### src/rtl/seg7_scan_if.sv
// Scan-bus bundle between a multiplexed 7-segment driver (master) and the
// receive-side decoder (slave), including the decoder's reconstructed outputs.
interface seg7_scan_if;
    logic [6:0]  a_to_g;
    logic [3:0]  an;
    logic [15:0] value;
    logic        frame_valid;
    logic        err;
    logic [1:0]  err_code;
    logic [3:0]  digit_seen;

    modport master (
        output a_to_g, an,
        input  value, frame_valid, err, err_code, digit_seen
    );

    modport slave (
        input  a_to_g, an,
        output value, frame_valid, err, err_code, digit_seen
    );
endinterface

### src/rtl/seg7_scan_decoder.sv
// Watches a multiplexed 4-digit seven-segment scan bus, debounces each digit
// window, decodes segments back to hex and publishes complete 16-bit frames.
module seg7_scan_decoder #(
    parameter int STABLE_CYCLES  = 4,
    parameter int TIMEOUT_CYCLES = 256
) (
    input  logic       clk,
    input  logic       clr_n,
    seg7_scan_if.slave scan_io
);
    localparam int SW = $clog2(STABLE_CYCLES + 1);
    localparam int TW = $clog2(TIMEOUT_CYCLES + 1);

    localparam logic [SW-1:0] STAB_MAX  = SW'(STABLE_CYCLES);
    localparam logic [SW-1:0] STAB_HIT  = SW'(STABLE_CYCLES - 1);
    localparam logic [TW-1:0] TIME_LAST = TW'(TIMEOUT_CYCLES - 1);

    localparam logic [1:0] ST_EMPTY   = 2'd0;
    localparam logic [1:0] ST_PARTIAL = 2'd1;
    localparam logic [1:0] ST_DONE    = 2'd2;

    localparam logic [1:0] ERR_ONEHOT  = 2'b01;
    localparam logic [1:0] ERR_SEG     = 2'b10;
    localparam logic [1:0] ERR_TIMEOUT = 2'b11;

    // Returns {legal, nibble}; unknown patterns come back with legal=0.
    function automatic logic [4:0] decode_seg(input logic [6:0] seg);
        case (seg)
            7'h7E:   decode_seg = {1'b1, 4'h0};
            7'h30:   decode_seg = {1'b1, 4'h1};
            7'h6D:   decode_seg = {1'b1, 4'h2};
            7'h79:   decode_seg = {1'b1, 4'h3};
            7'h33:   decode_seg = {1'b1, 4'h4};
            7'h5B:   decode_seg = {1'b1, 4'h5};
            7'h5F:   decode_seg = {1'b1, 4'h6};
            7'h70:   decode_seg = {1'b1, 4'h7};
            7'h7F:   decode_seg = {1'b1, 4'h8};
            7'h7B:   decode_seg = {1'b1, 4'h9};
            7'h77:   decode_seg = {1'b1, 4'hA};
            7'h1F:   decode_seg = {1'b1, 4'hB};
            7'h4E:   decode_seg = {1'b1, 4'hC};
            7'h3D:   decode_seg = {1'b1, 4'hD};
            7'h4F:   decode_seg = {1'b1, 4'hE};
            7'h47:   decode_seg = {1'b1, 4'hF};
            default: decode_seg = 5'b0;
        endcase
    endfunction

    logic [6:0]    a_q;
    logic [3:0]    an_q;
    logic [SW-1:0] stab_q, stab_d;
    logic [1:0]    state_q, state_d;
    logic [TW-1:0] timer_q, timer_d;
    logic [3:0]    seen_q, seen_d;
    logic [15:0]   shadow_q, shadow_d;
    logic [15:0]   value_q, value_d;
    logic          fv_q, fv_d;
    logic          err_q, err_d;
    logic [1:0]    code_q, code_d;

    logic       changed;
    logic       capture;
    logic       timeout;
    logic [4:0] dec;
    logic [3:0] seen_new;

    // The live bus is compared with its registered copy, so a pair held from
    // edge t0 reaches STABLE_CYCLES-1 and captures exactly at edge t0+STABLE_CYCLES.
    assign changed  = {scan_io.an, scan_io.a_to_g} != {an_q, a_q};
    assign capture  = !changed && (stab_q == STAB_HIT) && (an_q != 4'b0000);
    assign timeout  = (state_q == ST_PARTIAL) && (timer_q == TIME_LAST);
    assign dec      = decode_seg(a_q);
    assign seen_new = seen_q | an_q;

    always_comb begin
        stab_d = stab_q;
        if (changed)
            stab_d = '0;
        else if (stab_q != STAB_MAX)
            stab_d = stab_q + SW'(1);
    end

    always_comb begin
        state_d  = state_q;
        timer_d  = (state_q == ST_PARTIAL) ? timer_q + TW'(1) : timer_q;
        seen_d   = seen_q;
        shadow_d = shadow_q;
        value_d  = value_q;
        fv_d     = 1'b0;
        err_d    = 1'b0;
        code_d   = code_q;

        if (state_q == ST_DONE) begin
            value_d = shadow_q;
            fv_d    = 1'b1;
            seen_d  = 4'b0000;
            state_d = ST_EMPTY;
        end else if (capture && !$onehot(an_q)) begin
            err_d   = 1'b1;
            code_d  = ERR_ONEHOT;
            seen_d  = 4'b0000;
            timer_d = '0;
            state_d = ST_EMPTY;
        end else if (capture && !dec[4]) begin
            err_d   = 1'b1;
            code_d  = ERR_SEG;
            seen_d  = 4'b0000;
            timer_d = '0;
            state_d = ST_EMPTY;
        end else if (capture) begin
            for (int i = 0; i < 4; i++)
                if (an_q[i])
                    shadow_d[4*i +: 4] = dec[3:0];
            // A completing capture beats a coincident timeout.
            if (seen_new == 4'b1111) begin
                seen_d  = seen_new;
                state_d = ST_DONE;
            end else if (timeout) begin
                err_d   = 1'b1;
                code_d  = ERR_TIMEOUT;
                seen_d  = 4'b0000;
                timer_d = '0;
                state_d = ST_EMPTY;
            end else begin
                seen_d  = seen_new;
                state_d = ST_PARTIAL;
                if (state_q == ST_EMPTY)
                    timer_d = '0;
            end
        end else if (timeout) begin
            err_d   = 1'b1;
            code_d  = ERR_TIMEOUT;
            seen_d  = 4'b0000;
            timer_d = '0;
            state_d = ST_EMPTY;
        end
    end

    always_ff @(posedge clk or negedge clr_n) begin
        if (!clr_n) begin
            a_q      <= '0;
            an_q     <= '0;
            stab_q   <= '0;
            state_q  <= ST_EMPTY;
            timer_q  <= '0;
            seen_q   <= '0;
            shadow_q <= '0;
            value_q  <= '0;
            fv_q     <= 1'b0;
            err_q    <= 1'b0;
            code_q   <= '0;
        end else begin
            a_q      <= scan_io.a_to_g;
            an_q     <= scan_io.an;
            stab_q   <= stab_d;
            state_q  <= state_d;
            timer_q  <= timer_d;
            seen_q   <= seen_d;
            shadow_q <= shadow_d;
            value_q  <= value_d;
            fv_q     <= fv_d;
            err_q    <= err_d;
            code_q   <= code_d;
        end
    end

    assign scan_io.value       = value_q;
    assign scan_io.frame_valid = fv_q;
    assign scan_io.err         = err_q;
    assign scan_io.err_code    = code_q;
    assign scan_io.digit_seen  = seen_q;
endmodule

### src/flat_wrapper.sv
// flat-port wrapper written by rule: the top's interface ports become plain ports
module seg7_scan_decoder_flat 
#(
    parameter int STABLE_CYCLES  = 4,
    parameter int TIMEOUT_CYCLES = 256
)
  (clk, clr_n, scan_io_a_to_g, scan_io_an, scan_io_value, scan_io_frame_valid, scan_io_err, scan_io_err_code, scan_io_digit_seen);
  seg7_scan_if scan_io_i ();
  input  logic clk;
  input  logic clr_n;
  input wire logic [$bits(scan_io_i.a_to_g)-1:0] scan_io_a_to_g;
  input wire logic [$bits(scan_io_i.an)-1:0] scan_io_an;
  output wire logic [$bits(scan_io_i.value)-1:0] scan_io_value;
  output wire logic [$bits(scan_io_i.frame_valid)-1:0] scan_io_frame_valid;
  output wire logic [$bits(scan_io_i.err)-1:0] scan_io_err;
  output wire logic [$bits(scan_io_i.err_code)-1:0] scan_io_err_code;
  output wire logic [$bits(scan_io_i.digit_seen)-1:0] scan_io_digit_seen;
  assign scan_io_i.a_to_g = scan_io_a_to_g;
  assign scan_io_i.an = scan_io_an;
  assign scan_io_value = scan_io_i.value;
  assign scan_io_frame_valid = scan_io_i.frame_valid;
  assign scan_io_err = scan_io_i.err;
  assign scan_io_err_code = scan_io_i.err_code;
  assign scan_io_digit_seen = scan_io_i.digit_seen;
  seg7_scan_decoder #(.STABLE_CYCLES(STABLE_CYCLES), .TIMEOUT_CYCLES(TIMEOUT_CYCLES)) u_core (.clk(clk), .clr_n(clr_n), .scan_io(scan_io_i));
endmodule
### config.mk
export PLATFORM = sky130hd
export DESIGN_NAME = seg7_scan_decoder_flat
export DESIGN_NICKNAME = d
export VERILOG_FILES = /design/src/rtl/seg7_scan_if.sv /design/src/rtl/seg7_scan_decoder.sv /design/src/flat_wrapper.sv
export SDC_FILE = /design/constraint.sdc
export NUM_CORES = 1
export LEC_CHECK = 0
export CELL_PAD_IN_SITES_DETAIL_PLACEMENT = 0
export CELL_PAD_IN_SITES_GLOBAL_PLACEMENT = 1
export CORE_ASPECT_RATIO = 0.8
export CORE_MARGIN = 1.5
export CORE_UTILIZATION = 48
export DETAILED_ROUTE_END_ITERATION = 12
export PLACE_DENSITY = 0.9
export SLEW_MARGIN = 15
export SYNTH_ARGS = -nofsm -noshare
export SYNTH_HDL_FRONTEND = slang
export SYNTH_SLANG_ARGS = --single-unit
### constraint.sdc
create_clock -name clk -period 8.75 [get_ports clk]
set_input_delay 2.625 -clock clk [delete_from_list [all_inputs] [get_ports clk]]
set_output_delay 2.625 -clock clk [all_outputs]
set_load 0.01 [all_outputs]
* After elaboration in Yosys (flattened, before gate mapping)
Cells that the tools add are included.
Word-level totals: output and inout port bits 24, logic and storage cells 103, flip-flop bits (word level) 65, input port bits 13
Cells by class: bitwise logic cells 4, reductions and logical operators 17, equality and inequality tests 25, add/subtract/negate cells 5, muxes and demuxes 38
Operators with widths (number):
- $eq 7x7->1 const B | 12
- $mux 9 | 9
- $pmux 5 s16 | 1
- $mux 4 | 7
- $mux 2 | 11
- $eq 7x6->1 const B | 3
- $reduce_and 5->1 | 4
- $ne 11x11->1 | 1
- $add 9x1->9 const B | 1
- $eq 9x8->1 const B | 1
- $mux 1 | 8
- $eq 7x5->1 const B | 1
- $mux 3 | 2
- $logic_and 1x1->1 | 5
- $reduce_bool 5->1 | 1
- $add 1x1->2 | 2
- $eq 4x4->1 const B | 1
- $ne 4x4->1 const B | 1
- $or 4x4->4 | 1
- $reduce_bool 4->1 | 1
- $add 3x1->3 const B | 1
- $add 3x3->3 | 1
- $eq 3x1->1 const B | 1
- $eq 3x2->1 const B | 1
- 8 further kinds | 12

* Longest topological paths before layout
Gate-level depths: netlist (run 1).
depth after elaboration 9, mapped depth 9, depth with buffers taken out 8

* Worst setup path before layout (run 1)
Ideal clock, no wire load.
kind input port to flip-flop, start in scan_io_an[2], end reg u_core.timer_q[0], library setup time 0.156 ns, required time 8.594 ns, cell stages on the path 6, buffers on the path 1, slack 4.665 ns, data arrival time 3.929 ns, cells stage by stage xor2_1 > nor3_1 > nand4_2 > buf_2 > mux2i_2 > a211oi_1
Between the ends: word-level cells in the longest chain between the ends 8, elaborated cells between the ends (all ways) 10, those cells by class 1 x eq/ne; 4 x mux; 5 x reduce/logical
RTL lines:
- start: declaration | RTL line flat_wrapper.sv:12 | input wire logic [$bits(scan_io_i.an)-1:0] scan_io_an;
- $ne 11x11->1 (*) | RTL line seg7_scan_decoder.sv:69 | assign changed = {scan_io.an, scan_io.a_to_g} != {an_q, a_q};
- $logic_not 1->1 (*) | RTL line seg7_scan_decoder.sv:70 | assign capture = !changed && (stab_q == STAB_HIT) && (an_q != 4'b0000);
- $logic_and 1x1->1 (*) (2 in a row) | RTL line seg7_scan_decoder.sv:70
- $mux 9 or $logic_and 1x1->1 (tied branches) | RTL line seg7_scan_decoder.sv:110, seg7_scan_decoder.sv:104
- $mux 9 | RTL line seg7_scan_decoder.sv:104 | end else if (capture && !dec[4]) begin
- $mux 9 (*) | RTL line seg7_scan_decoder.sv:98 | end else if (capture && !$onehot(an_q)) begin
- $mux 9 (*) | RTL line seg7_scan_decoder.sv:93 | if (state_q == ST_DONE) begin
- net u_core.timer_d[0] | RTL line seg7_scan_decoder.sv:53 | logic [TW-1:0] timer_q, timer_d;
- end signal: assignment | RTL line seg7_scan_decoder.sv:157 | timer_q <= timer_d;
- end: declaration | RTL line seg7_scan_decoder.sv:53
The timed path passes the listed nets; every way through them passes the cells marked *. A chain may end at the register's enable or synchronous reset.

* Worst setup path in the final report (run 1)
start in scan_io_a_to_g[0], end reg u_core.timer_q[0]
Between the ends: word-level cells in the longest chain between the ends 8, elaborated cells between the ends (all ways) 10, those cells by class 1 x eq/ne; 4 x mux; 5 x reduce/logical
RTL lines:
- start: declaration | RTL line flat_wrapper.sv:11 | input wire logic [$bits(scan_io_i.a_to_g)-1:0] scan_io_a_to_g;
- $ne 11x11->1 (*) | RTL line seg7_scan_decoder.sv:69
- $logic_not 1->1 (*) | RTL line seg7_scan_decoder.sv:70
- $logic_and 1x1->1 (*) (2 in a row) | RTL line seg7_scan_decoder.sv:70
- $mux 9 or $logic_and 1x1->1 (tied branches) | RTL line seg7_scan_decoder.sv:110, seg7_scan_decoder.sv:104
- $mux 9 | RTL line seg7_scan_decoder.sv:104
- $mux 9 (*) | RTL line seg7_scan_decoder.sv:98
- $mux 9 (*) | RTL line seg7_scan_decoder.sv:93
- net u_core.timer_d[0] | RTL line seg7_scan_decoder.sv:53
Marks and branches as above.

==> metrics.yaml, run 1 <==
grt_pass1_wl_um: 12100
netlist.area_leader.share_pct: 47.5
synth_async_sr_flop_share_pct: 100
drt_drc_violations_left: 0
holdPathEnd: "u_core.scan_io.value[10]"
ys_top_cells_by_area: "dfrtp_1 47%, nand2_1 4.4%, mux2i_1 3.8%"
p_leak_uw: 0.00171
synth_compound_area_share_pct: 17.6
wire_per_inst_um: 15.4
cp.arrival_ps: 4960
grt_pass1_vias: 2426
cts_setup_buffers: 0
finalCriticalPeriod_ps: 4790
gr-total-overflow: 0
layout_setup_ws_ps: 3960
hold_viol_final: 0
met3_usage_pct: 5.43
min_period_over_period_pct: 54.7
slew_violations: 0
outcome: "finished, final reports clean"
critPathLaunch: "scan_io_a_to_g[0]"
ff2ff_setup_slack_ps: 5370
synth.most_common_cell: "dfrtp_1"
vias: 2529
grt_most_used_layer: "met2"
crit_type: "in -> reg"
synth_top_family_by_area: "compound AO/OA/AOI/OAI gates"
power.density_mw_per_mm2: 153
cts_root_buf: "clkbuf_8"
die_w_um: 97.4
setup-violations-final: 0
hold_buffers: 0
synth_top_area_cell: "dfrtp_1"
clk_latency_ps: 350
synthTopCellsByCount: "65 x dfrtp_1, 40 x nand2_1, 23 x inv_1, 17 x o21ai_0, 14 x a211oi_1"
final_core_util_pct: 58.5
r2r_end: "u_core.shadow_q[10]"
syn-mean-instance-area_sq_um: 10.5
grt_usage_pct: 20.0
use_met2_pct: 31.0
drt_iter0_markers: 176
wirelength_um: 6960
met1_usage_pct: 27.7
synth-simple-area-share_pct: 15.2
postRouteAntennaNets: 0
std_cell_rows: 27
tns_ps: 0
place.gp.congestion: 0.828
muxShareOfSynthArea_pct: 5.85
rr_startpoint: "u_core.an_q[2]"
hpwl_um: 4790
holdPathStages: 2
numCtsBuffers: 9
start_kind: "primary input"
synth_cells: 326
die_area_sq_mm: 0.00765
htreeDepth: 3
cp.required_ps: 8920
syn_nets: 350
ys.warnings.count: 0
synth_edf_count: 0
clkTransAtPathRegs_ps: 70
die_h_um: 78.6
io_buffer_count: 36
placed_area_sq_mm: 0.00383
max_freq_mhz: 209
cts_tree: "built"
core_sq_mm: 0.00689
reg2reg_depth: 8
synth-main-ff-cell: "dfrtp_1"
routed_via_density: 5.60
clock_path_buffers: 2
ios: 37
worstSetupEndpointType: "flip-flop"
slew_headroom_pct: 20.6
cts_sinks: 65
diodes: 0
holdCritStartpoint: "u_core.scan_io.value[10]"
cap_viol_max_count: 0
vdd_drop_max_mv: 0.116
synth_cell_types: 59
drive_above_1_share_pct: 9.86
start_util_pct: 49.7
syn2layout_area_growth_pct: 17.8
grt_max_degree: 66
cts_resized: 0
hold_path_class: "reg -> reg"
crit_fanout: 9
ys_ff_latch: 65
pre_cts_slack_ps: 3650
finClkSkew_ps: 11.3
worst_pin_slew_ps: 1180
grt_setup_unrepaired: "no"
antenna_found_initial: 0
postLayoutCellArea_sq_mm: 0.00403
synth-seq-area-share_pct: 47.5
firstDrtPassIters: 4
nNetsFinal: 384
syn_area_sq_mm: 0.00342
synthAdderAreaFrac_pct: 4.24
synth_xor_area_share_pct: 4.86
-- stage by stage --
step | power, uW | hold slack [ps] | std cells
global placement | 361 | 461 | 436
floorplan | 343 | 439 | 326
detailed placement | 362 | 465 | 436
finish | 616 | 480 | 452
global route | 645 | 518 | 452
CTS | 623 | 483 | 452
-- area by class of cell --
type / instances / area (sq um)
Fill cell: 602 / 2860
Multi-Input combinational cell: 222 / 1640
Sequential cell: 65 / 1630
Timing Repair Buffer: 38 / 370
Clock buffer: 9 / 124
Tap cell: 87 / 109
Inverter: 24 / 90.1
Clock inverter: 7 / 78.8
-- sequential cells by signal, summed over array words and instances, names as in the netlist --
name                        count
u_core.scan_io.frame_valid      1
u_core.scan_io.value           16
u_core.scan_io.err_code         2
u_core.shadow_q                16
u_core.an_q                     4
u_core.scan_io.err              1
u_core.scan_io.digit_seen       4
u_core.state_q                  2
u_core.stab_q                   3
u_core.timer_q                  9
u_core.a_q                      7
-- how the worst max path moves through the flow --
stage,to,depth (start not counted),slack [ps]
after floorplan,u_core.timer_q[0],6,4670
after global placement,u_core.shadow_q[2],6,3770
after detailed placement,u_core.timer_q[0],6,3650
after CTS,u_core.timer_q[0],6,4050
after global routing,u_core.timer_q[7],6,3850
final,u_core.timer_q[0],6,3960
-- logic make-up (layout without fill, tap and decap cells) --
group / after synthesis / count (layout)
AND/OR/NAND/NOR: 98 / 98
AO/OA/AOI/OAI: 76 / 76
flip-flops: 65 / 65
buffers and inverters: 39 / 78
XOR/XNOR: 19 / 19
multiplexers: 18 / 18
adder cells (fa/ha/maj): 11 / 11
-- layout by cell type (no fill, tap or decap), types with 2 or more instances in the layout --
cell and instances:
nand3_1 10, and3_1 3, nor3_1 4, a211oi_1 14
dfrtp_1 65, mux2i_1 13, xor2_1 7, or3_1 2
o32a_1 2, nand4_1 6, nand2_1 40, a211o_1 2
buf_4 2, xnor2_1 12, clkinv_4 4, a21oi_1 12
nor2b_1 2, a2bb2oi_1 4, nand2b_1 2, ha_1 10
clkdlybuf4s50_1 35, a21o_1 2, o22ai_1 5, mux2_4 3
nor2_1 9, a211oi_4 4, o21ai_0 17, and4_1 3
inv_1 23, and2_1 2, clkbuf_8 9, nand4bb_1 2
nor3b_1 3, o31ai_1 2
-- layer usage --
layer	up-vias	routed length (um)	part of all wire [%]
li1	1235	-	-
met1	1221	3400	49
met2	65	3170	46
met3	8	309	4.4
met4	0	79	1.1
met5	-	0	0
-- report_power, final --
| part | internal (uW) | switching (uW) |
|---|---|---|
| Clock | 134 | 127 |
| Sequential | 303 | 8.70 |
| Combinational | 19.1 | 25.1 |
-- critical path: stages --
cell and delay [ps]:
clkdlybuf4s50_1 430, xor2_1 170, nor3_1 340, nand3_1 240, nor3_1 950, a211oi_1 210
Note: power is estimated with default switching activity, not from simulation.
==> inputs of run 2 (changes only) <==
- CORE_UTILIZATION: 48 -> 40
- PLACE_DENSITY: 0.9 -> 0.81
- clock period: 8.75 -> 4.4 ns (I/O delays scaled with it)
==> run 2 against run 1 <==
Effect of this change:
- non-clock buffer count rose by 3
- sequential share of layout area down 0.47 points
- via count unchanged
- worst hold slack improved by 0.79 ps
- die area is 19% higher
- core utilization decreased by 8.3 points
- critical path depth did not move
- register-to-register slack got worse by 4000 ps
- design area increased by 1.2%
- first-iteration DRC count rose by 23%
- global-route usage decreased by 2.8 points
- clock skew is 4.0 ps lower
- critical path type unchanged
- highest routed layer unchanged
==> metrics.yaml, run 2 (synthesis results as in run 1) <==
wire_per_inst_um: 14.6  # -5.3%
vdd_drop_max_mv: 0.172  # +48%
diodes: 0  # unchanged
hold_path_class: "reg -> reg"
cts_tree: "built"
clock_path_buffers: 2  # unchanged
crit_type: "in -> reg"
holdCritStartpoint: "u_core.scan_io.value[0]"
io_buffer_count: 36  # unchanged
cp.arrival_ps: 3440  # -1520 ps
critPathTopFamily: "simple AND/OR/NAND/NOR gates"
routed_via_density: 5.31  # -5.0%
tns_ps: 0  # unchanged
finClkSkew_ps: 7.29  # -4.03 ps
clkTransAtPathRegs_ps: 80  # about the same
slew_headroom_pct: 28.5  # +7.9 points
reg2reg_depth: 9  # +1
rr_startpoint: "u_core.an_q[2]"
hold_viol_final: 0  # unchanged
hpwl_um: 4860  # +1.5%
die_area_sq_mm: 0.00913  # +19%
postLayoutCellArea_sq_mm: 0.00408  # +1.2%
min_period_over_period_pct: 72.3
std_cell_rows: 29  # +7.4%
start_kind: "primary input"
worstPathCellList: "clkdlybuf4s50_1 -> xor2_1 -> or3_1 -> nor4_2 -> a21oi_1 -> a211oi_1"
crit_buf_inv: 1  # unchanged
htreeDepth: 3  # unchanged
cp.required_ps: 4660  # -4260 ps
r2r_end: "u_core.shadow_q[10]"
grt_pass1_wl_um: 12200  # +1.1%
die_h_um: 85.8  # +9.2%
numCtsBuffers: 9  # unchanged
outcome: "finished, final reports clean"
grt_pass1_vias: 2407  # -0.78%
ff2ff_setup_slack_ps: 1340  # -4030 ps
cts_sinks: 65  # unchanged
die_w_um: 106  # +9.3%
placed_area_sq_mm: 0.00388  # +1.3%
wirelength_um: 6940  # -0.27%
slowest_stage: "nor4_2"
worst_pin_slew_ps: 1070  # -112 ps
power.density_mw_per_mm2: 301  # +97%
vias: 2529  # unchanged
cp.depth: 6  # unchanged
ios: 37  # unchanged
layout_commonest_cell: "dfrtp_1"
nNetsFinal: 387  # +0.78%
cts_root_buf: "clkbuf_8"
clk_latency_ps: 350  # about the same
grt_usage_pct: 17.3  # -2.8 points
grt_max_degree: 40  # -39%
drt_drc_violations_left: 0  # unchanged
final_cell_mix: "65 x dfrtp_1, 40 x nand2_1, 35 x clkdlybuf4s50_1"
worstSetupEndpointType: "flip-flop"
crit_fanout: 7  # -2
slew_violations: 0  # unchanged
place.gp.congestion: 0.790  # -4.6%
cap_viol_max_count: 0  # unchanged
drt_iter0_markers: 216  # +23%
gr-total-overflow: 0  # unchanged
syn2layout_area_growth_pct: 19.2
cts_resized: 0  # unchanged
max_freq_mhz: 315
core_sq_mm: 0.00813  # +18%
grt_setup_unrepaired: "no"
crit_path_max_incr_delay_ps: 620  # -330 ps
nFillCells: 781  # +30%
setup-violations-final: 0  # unchanged
hold_buffers: 0  # unchanged
cp-endpoint: "u_core.state_q[0]"
postRouteAntennaNets: 0  # unchanged
finalCriticalPeriod_ps: 3180
start_util_pct: 42.1  # -7.6 points
cts_setup_buffers: 0  # unchanged
drive_above_1_share_pct: 10.6  # +0.73 points
antenna_found_initial: 0  # unchanged
critPathLaunch: "scan_io_an[2]"
p_leak_uw: 0.00173  # +0.73%
firstDrtPassIters: 4  # unchanged
## run 2: tightest hold or removal path: stages (launching register included)
cell and delay, ps:
dfrtp_1 340, nand2_1 50, o21ai_0 60
## run 2: worst min-delay path by stage
stage,end,cells after the start
after floorplan,u_core.scan_io.value[10],2
after global placement,u_core.scan_io.value[0],2
final,u_core.scan_io.value[0],2
after detailed placement,u_core.scan_io.value[10],2
after global routing,u_core.scan_io.value[3],2
after CTS,u_core.scan_io.value[10],2
## run 2: layer usage
metal | global-route usage (%) | up-vias | share of wire, %
met5 | 0 | - | 0
met4 | 6.42 | 0 | 1.5
met3 | 5.02 | 8 | 5.7
met2 | 23.8 | 78 | 42
met1 | 25.5 | 1201 | 51
li1 | - | 1242 | -
## run 2: layout make-up
| type | instances | area, sq um | share of cell area, % |
|---|---|---|---|
| multi-input combinational | 222 | 1640 | 40.1 |
| inverter | 24 | 90.1 | 2.21 |
| clock inverter | 7 | 77.6 | 1.90 |
| clock buffer | 9 | 124 | 3.03 |
| tap | 108 | 135 | 3.31 |
| sequential | 65 | 1630 | 39.9 |
| timing repair buffer | 41 | 393 | 9.63 |
## run 2: per-stage QoR
| step | utilization, % | hold WS [ps] | std cells | power, uW | setup slack (ps) |
|---|---|---|---|---|---|
| 6_report | 50.2 | 480 | 476 | 1230 | 1220 |
| 3_5_place_dp | 47.7 | 467 | 460 | 723 | 863 |
| 4_1_cts | 50.2 | 485 | 476 | 1240 | 1220 |
| 2_1_floorplan | - | 439 | 326 | 682 | 1490 |
| 3_3_place_gp | 47.7 | 461 | 460 | 720 | 1000 |
| 5_1_grt | 50.2 | 507 | 476 | 1290 | 1110 |
## run 2: power by group
part	internal, uW	leakage, uW	total (uW)	switching, uW
logic	40.1	0.000890	90.4	50.3
clock network	266	0.000100	519	253
registers	602	0.000737	619	17.5
total	908	0.00173	1230	321
